$ cat src/rtl/cpu_mem_port.sv
// cpu_mem_port: turns one-cycle core read/write commands into held active-low OE/WE requests with timeout
module cpu_mem_port #(
  parameter int ADDR_W  = 16,
  parameter int DATA_W  = 16,
  parameter int TIMEOUT = 255
) (
  input  logic              Clk,
  input  logic              Reset,
  input  logic              cpu_read,
  input  logic              cpu_write,
  input  logic [ADDR_W-1:0] cpu_addr,
  input  logic [DATA_W-1:0] cpu_wdata,
  output logic [DATA_W-1:0] cpu_rdata,
  output logic              cpu_done,
  output logic              cpu_busy,
  output logic              timeout_err,
  output logic              OE,
  output logic              WE,
  output logic [ADDR_W-1:0] ADDR,
  output logic [DATA_W-1:0] Data_to_SRAM,
  input  logic [DATA_W-1:0] Data_from_SRAM,
  input  logic              memReady
);
  typedef enum logic [1:0] {IDLE, RD_REQ, WR_REQ, RELEASE} state_t;
  state_t state, nxt;
  logic [15:0] cnt;
  logic tmo, req, accept;
  assign req = state == RD_REQ || state == WR_REQ;
  // counter holds cycles already spent; expiring on this edge means TIMEOUT cycles held
  assign tmo = cnt == 16'(TIMEOUT - 1);
  assign accept = state == IDLE && (cpu_read || cpu_write);
  always_comb begin
    nxt = state;
    case (state)
      IDLE:    nxt = cpu_write ? WR_REQ : cpu_read ? RD_REQ : IDLE;
      RELEASE: nxt = IDLE;
      default: nxt = (memReady || tmo) ? RELEASE : state;
    endcase
  end
  always_ff @(posedge Clk or negedge Reset)
    if (!Reset) state <= IDLE;
    else state <= nxt;
  always_ff @(posedge Clk or negedge Reset)
    if (!Reset) begin
      ADDR <= '0;
      Data_to_SRAM <= '0;
      cpu_rdata <= '0;
      timeout_err <= 1'b0;
      cnt <= '0;
    end else begin
      if (accept) begin
        ADDR <= cpu_addr;
        timeout_err <= 1'b0;
        cnt <= '0;
        if (cpu_write) Data_to_SRAM <= cpu_wdata;
      end
      if (req) begin
        cnt <= cnt + 16'd1;
        if (memReady && state == RD_REQ) cpu_rdata <= Data_from_SRAM;
        if (!memReady && tmo) timeout_err <= 1'b1;
      end
    end
  // all strobes decode only the state register, so nothing passes straight from inputs
  assign OE = state != RD_REQ;
  assign WE = state != WR_REQ;
  assign cpu_done = state == RELEASE;
  assign cpu_busy = state != IDLE;
endmodule
$ cat config.mk
export PLATFORM = sky130hd
export DESIGN_NAME = cpu_mem_port
export DESIGN_NICKNAME = d
export VERILOG_FILES = /design/src/rtl/cpu_mem_port.sv
export SDC_FILE = /design/constraint.sdc
export NUM_CORES = 1
export LEC_CHECK = 0
export CAP_MARGIN = 20
export CORE_ASPECT_RATIO = 0.9
export CORE_MARGIN = 2
export CORE_UTILIZATION = 46
export CTS_BUF_LIST = sky130_fd_sc_hd__clkbuf_4
export CTS_CLUSTER_DIAMETER = 200
export DETAILED_ROUTE_END_ITERATION = 7
export HOLD_SLACK_MARGIN = 0.15
export PLACE_DENSITY = 0.8
export SLEW_MARGIN = 20
export SYNTH_ARGS = -nofsm -noshare
export SYNTH_HDL_FRONTEND = slang
export SYNTH_SLANG_ARGS = --single-unit
$ cat constraint.sdc
create_clock -name Clk -period 2 [get_ports Clk]
set_input_delay 0.4 -clock Clk [delete_from_list [all_inputs] [get_ports Clk]]
set_output_delay 0.4 -clock Clk [all_outputs]
set_load 0.01 [all_outputs]
==> results of run 1 <==
[stage by stage]
stage               instances   util
floorplan                 212      -
detailed placement        392  0.667
global route              410  0.695
finish                    410  0.695
global placement          392  0.667
CTS                       410  0.695
[flip-flops by register name (all words and copies together), names as in the netlist]
register	cells
cpu_rdata	16
Data_to_SRAM	16
cnt	16
state	2
timeout_err	1
ADDR	16
[report_power, final]
group | switching, mW | total, mW | internal, mW
clock | 0.512 | 0.901 | 0.389
combinational | 1.18 | 3.03 | 1.85
sequential | 0.431 | 2.44 | 2.00
total | 2.12 | 6.37 | 4.24
[final timing paths]
kind | startpoint | end | slack (ns) | depth (start not counted)
max | state[1] | WE | 0.13 | 4
min | Reset | Data_to_SRAM[11] | 0.45 | 2
max reg2reg | cnt[8] | state[1] | 0.23 | 3
min reg2reg | cnt[15] | cnt[15] | 0.50 | 1
max in group asynchronous | Reset | cnt[5] | 0.98 | 3
min in group Clk | cnt[15] | cnt[15] | 0.50 | 1
[final cells by class]
cell class / count / area share
clock inverter: 7 / 0.0176
timing repair buffer: 116 / 0.274
tap: 72 / 0.0214
sequential: 67 / 0.399
multi-input combinational: 129 / 0.263
clock buffer: 9 / 0.0161
inverter: 10 / 0.00893
[cells by family (layout without fill, tap and decap cells)]
family	Yosys count	in the layout	synth area share
fa+ha+maj	6	6	0.0264
simple gates	46	46	0.0841
flops	67	67	0.590
mux	58	58	0.227
xor+xnor	1	1	0.00308
compound gates	18	18	0.0414
buf+inv	16	142	0.0273
[cell usage after synthesis (2+ instances only)]
| cell type | instances |
|---|---|
| clkbuf_1 | 4 |
| inv_1 | 10 |
| a21oi_1 | 2 |
| a31oi_1 | 4 |
| dfrtp_1 | 67 |
| mux2_2 | 48 |
| ha_1 | 6 |
| nand2_1 | 18 |
| nand2b_1 | 2 |
| mux2i_1 | 9 |
| nand3_1 | 9 |
| o21ai_0 | 9 |
| nand4_1 | 5 |
| nor2_1 | 3 |
[metal layers]
layer	vias up	track usage
li1	1001	-
met5	-	0
met4	0	0.0734
met2	63	0.308
met1	1025	0.242
met3	8	0.0726
[timing repair]
| action | 4_1_cts | 5_1_grt |
|---|---|---|
| buffers inserted | 1 | 0 |
| hold buffers | 1 | 0 |
| gates resized for setup | 8 | 0 |
| endpoints found under the setup margin | 4 | 0 |
| endpoints found under the hold margin | 15 | 0 |
==> results.md, run 1 <==
* Crit-path max cell delay at 0.42 ns
* WL met3 at 410 um
* Drc violations at 0
* Via-to-Cell Ratio at 5.11
* Syn Nets at 271
* Buf/Inv on CP at 3
* CTS tree: done
* EDFF count, synth at 0
* Dominant cell type by area after synthesis: dfrtp_1
* Seq. cell area at 0.00168 sq mm
* Max Root-Sink Buffers at 2
* Setup WS post-layout at 0.133 ns
* Total power at 6.37 mW
* Routed Antenna Nets at 0
* CTS clk-pin slew, worst paths at 0.11 ns
* Hold Crit Class: in -> async
* GRT overflow at 0
* Root buf cell: clkbuf_4
* Final hold violations at 0
* CP max FO at 3
* Fraction of registers with async set/reset at 1.00
* Fin crit share at 0.933
* Register area share after synthesis at 0.590
* Relative slew slack at 0.711
* ANT cells at 0
* Vias in the first global route at 2169
* GRT Overall Usage at 0.195
* Avg Inst Size Synth at 13.4 sq um
* Commonest non-fill, non-tap cell in the layout: clkdlybuf4s50_1
* Clock Skew at 0.00984 ns
* Final worst path period need at 1.87 ns
* Multi-input logic area at 0.00110 sq mm
* Global-route wire length before repair at 10100 um
* Area post-placement at 0.00403 sq mm
* Warnings, synthesis at 0
* Share of layout cells above drive strength 1 at 0.251
* Yosys cell types at 30
* H-Tree Depth at 3
* Top-area cell type share of the netlist area at 0.590
* Site Rows at 27
* Vias at 2097
* Final WL at 6130 um
* Die width at 86.8 um
* Initial antenna violation count at 0
* DRT Pass-1 Iters at 4
* Status: completed
* CP arrival at 1.47 ns
* Starting Density at 0.470
* Max VDD drop at 0.771 mV
* Die height at 78.5 um
* Area delta synth->final at 47.9%
* Nets at 392
* Power density cells at 1520 mW/mm^2
* Core ar. at 0.00605 sq mm
* CP max stage cell: dfrtp_1
* FILL cells at 454
* Most frequent cells in the layout: clkdlybuf4s50_1, dfrtp_1, mux2_2, nand2_1
* Highest Clock Rate at 536 MHz
* Top Layer Used: met4
* Setup violators final at 0
* Wire per inst at 15.0 um
* RSZ-0062 raised after global routing: false
* Slew Viols, Final at 0
* Routed length on met1 at 2560 um
* Post-synthesis cell count at 212
* Crit end category: primary output
* CP cell instances: buf_4 > ha_1 > inv_1 > dlygate4sd2_1
* Hold slack at 0.451 ns
* Yosys reg bits at 67
* 1st-iter DRT viols at 104
* Post-Route Setup TNS at 0 ns
* Startpoint types: flop
* Synth area leaders: dfrtp_1, mux2_2, mux2i_1, ha_1, nand2_1
* Die area at 0.00682 sq mm
* TritonCTS sink count at 67
* Max-cap viol count at 0
* Crit Path Class: reg -> out
* Total CTS buffers at 9
* Worst-Margin Slew at 0.434 ns
* Mapped Area at 0.00284 sq mm
* DP HPWL at 4550 um
* RD Place Congestion at 0.834
* CP required at 1.60 ns
* Met2 routed WL at 3090 um
* Dpl ws at 0.188 ns
* Top-level port count at 106
* Largest net degree at the start of global routing at 38
* Leakage at 1.86 nW
* Worst skew pair latency at 0.41 ns
* PortBufs at 105
* Final Cell Area at 0.00420 sq mm
* Ys flop type: dfrtp_1
* CP top delay family: buffers and inverters
Power figures use the tool's default switching activity.
==> run 2, diff against run 1 <==
--- a/config.mk
+++ b/config.mk
@@ -9,7 +9,7 @@
 export CORE_ASPECT_RATIO = 0.9
 export CORE_MARGIN = 2
 export CORE_UTILIZATION = 46
-export CTS_BUF_LIST = sky130_fd_sc_hd__clkbuf_4
+export CTS_BUF_LIST = sky130_fd_sc_hd__clkbuf_8
 export CTS_CLUSTER_DIAMETER = 200
 export DETAILED_ROUTE_END_ITERATION = 7
 export HOLD_SLACK_MARGIN = 0.15
==> run 2 against run 1 <==
  * Fmax is 3.1% lower
  * Clock skew about the same
  * Register-to-register slack about the same
  * Count of clock-buffer cells in the layout unchanged
  * Total power rose by 3.9%
  * Non-clock buffer count unchanged
  * Critical path type unchanged
  * Highest routed layer unchanged
  * Core utilization up 1.0 points
  * Critical path depth decreased by 2
==> results.md, run 2 (synthesized netlist as in run 1, its figures left out) <==
* Status: completed
* Total CTS buffers at 9 (unchanged)
* Hold Crit Class: reg -> reg
* Power density cells at 1550 mW/mm^2 (+2.4%)
* Final WL at 6180 um (+0.80%)
* GRT Overall Usage at 0.195 (+0.000224)
* CP required at 1.60 ns (about the same)
* CP max FO at 3 (unchanged)
* CP max stage cell: clkdlybuf4s50_1
* Top-level port count at 106 (unchanged)
* Highest Clock Rate at 519 MHz (-3.1%)
* Most frequent cells in the layout: clkdlybuf4s50_1, dfrtp_1, mux2_2, nand2_1
* Crit path depth at 2 (-2)
* Final hold violations at 0 (unchanged)
* WHS Path Cells at 1
* Wire per inst at 15.1 um (+0.80%)
* Clock Skew at 0.00945 ns (-0.000391 ns)
* Hold slack at 0.497 ns (+0.0456 ns)
* Inst Count DP at 392 (unchanged)
* Internal power at 4.46 mW (+5.0%)
* DP HPWL at 4550 um (unchanged)
* RD Place Congestion at 0.834 (unchanged)
* Via-to-Cell Ratio at 5.15 (+0.62%)
* Crit end category: primary output
* RSZ-0062 raised after global routing: false
* Vias at 2110 (+0.62%)
* Largest net degree at the start of global routing at 38 (unchanged)
* Starting Density at 0.470 (unchanged)
* 1st-iter DRT viols at 94 (-9.6%)
* Area delta synth->final at 50.1%
* Vias in the first global route at 2197 (+1.3%)
* Slew Viols, Final at 0 (unchanged)
* Worst skew pair latency at 0.34 ns (-0.07 ns)
* Comb power frac at 0.461 (-0.015)
* Max Root-Sink Buffers at 2 (unchanged)
* Buf/Inv on CP at 1 (-2)
* ANT cells at 0 (unchanged)
* Startpoint types: flop
* Routed Antenna Nets at 0 (unchanged)
* Reg2Reg Depth at 3 (unchanged)
* FILL cells at 449 (-1.1%)
* Crit Path Class: reg -> out
* Core ar. at 0.00605 sq mm (unchanged)
* Die width at 86.8 um (unchanged)
* Switching power at 2.16 mW (+1.6%)
* Max VDD drop at 0.872 mV (+13%)
* Clock network fraction of design power at 0.170 (+0.028)
* CTS clk-pin slew, worst paths at 0.07 ns (-0.04 ns)
* TritonCTS sink count at 67 (unchanged)
* DRT Pass-1 Iters at 4 (unchanged)
* Fin crit share at 0.963 (+0.0298)
* Post-Route Setup TNS at 0 ns (unchanged)
* Nets at 392 (unchanged)
* CP top delay family: buffers and inverters
* Dpl ws at 0.188 ns (unchanged)
* CTS tree: done
* Reg power frac at 0.369 (-0.014)
* Max-cap viol count at 0 (unchanged)
* Initial antenna violation count at 0 (unchanged)
* Share of layout cells above drive strength 1 at 0.249 (-0.00296)
* Layout Cells excl Fill at 410 (unchanged)
* Site Rows at 27 (unchanged)
* Core Util, Final at 0.705 (+0.0103)
* Die area at 0.00682 sq mm (unchanged)
* Leakage at 1.89 nW (+1.7%)
* H-Tree Depth at 3 (unchanged)
* Worst-Margin Slew at 0.428 ns (-0.00583 ns)
* Setup WS post-layout at 0.0737 ns (-0.0596 ns)
* Setup violators final at 0 (unchanged)
* Relative slew slack at 0.715 (+0.00389)
* CP arrival at 1.53 ns (+0.06 ns)
* GRT overflow at 0 (unchanged)
* Commonest non-fill, non-tap cell in the layout: clkdlybuf4s50_1
* Final worst path period need at 1.93 ns (+0.0596 ns)
* CP cell instances: ha_1 > clkdlybuf4s50_1
* Drc violations at 0 (unchanged)
* PortBufs at 105 (unchanged)
* Die height at 78.5 um (unchanged)
* Global-route wire length before repair at 10200 um (+0.27%)
* Sw frac at 0.326 (-0.00736)
* Root buf cell: clkbuf_8
* Crit-path max cell delay at 0.56 ns (+0.14 ns)
-- run 2: power by group through the flow --
stage | combinational, mW | sequential [mW] | clock, mW
3_5_place_dp | 3.02 | 2.46 | 0
5_1_grt | 3.30 | 2.53 | 1.22
3_3_place_gp | 2.95 | 2.43 | 0
4_1_cts | 3.09 | 2.44 | 1.16
2_1_floorplan | 1.26 | 2.64 | 0
6_report | 3.05 | 2.44 | 1.12
-- run 2: area by class of cell --
cell class,instances,area (sq um),area share
Clock inverter,7,73.8,0.0173
Clock buffer,9,124,0.0290
Tap cell,72,90.1,0.0211
Sequential cell,67,1680,0.393
Inverter,10,37.5,0.00880
Multi-Input combinational cell,129,1100,0.259
Timing Repair Buffer,116,1160,0.272
-- run 2: routing by layer --
layer  vias to the layer above  global-route usage  wire (um)
met5                         -                   0          0
met4                         0              0.0719         89
met3                        12              0.0747        366
met2                        57               0.311       3110
met1                      1045               0.239       2610
li1                        996                   -          -
-- run 2: final timing paths --
check,startpoint,to,slack [ns]
min in group asynchronous,Reset,cpu_rdata[0],0.53
worst max register to register,cnt[8],state[1],0.24
worst min register to register,cnt[15],cnt[15],0.50
worst max-delay path,state[0],cpu_done,0.07
max in group asynchronous,Reset,cnt[5],0.91
worst min-delay path,cnt[15],cnt[15],0.50
-- run 2: timing repair --
action                                 in CTS  in global routing
setup buffers                               1                  0
gates resized for setup                     4                  2
hold buffers                                1                  0
endpoints found under the hold margin      15                  0
setup endpoints to repair                   3                  2
-- run 2: metrics by stage --
step	instance area, sq um	total power, mW
global placement	4030	5.38
detailed placement	4030	5.48
CTS	4260	6.69
global route	4260	7.05
floorplan	2840	3.90
finish	4260	6.61
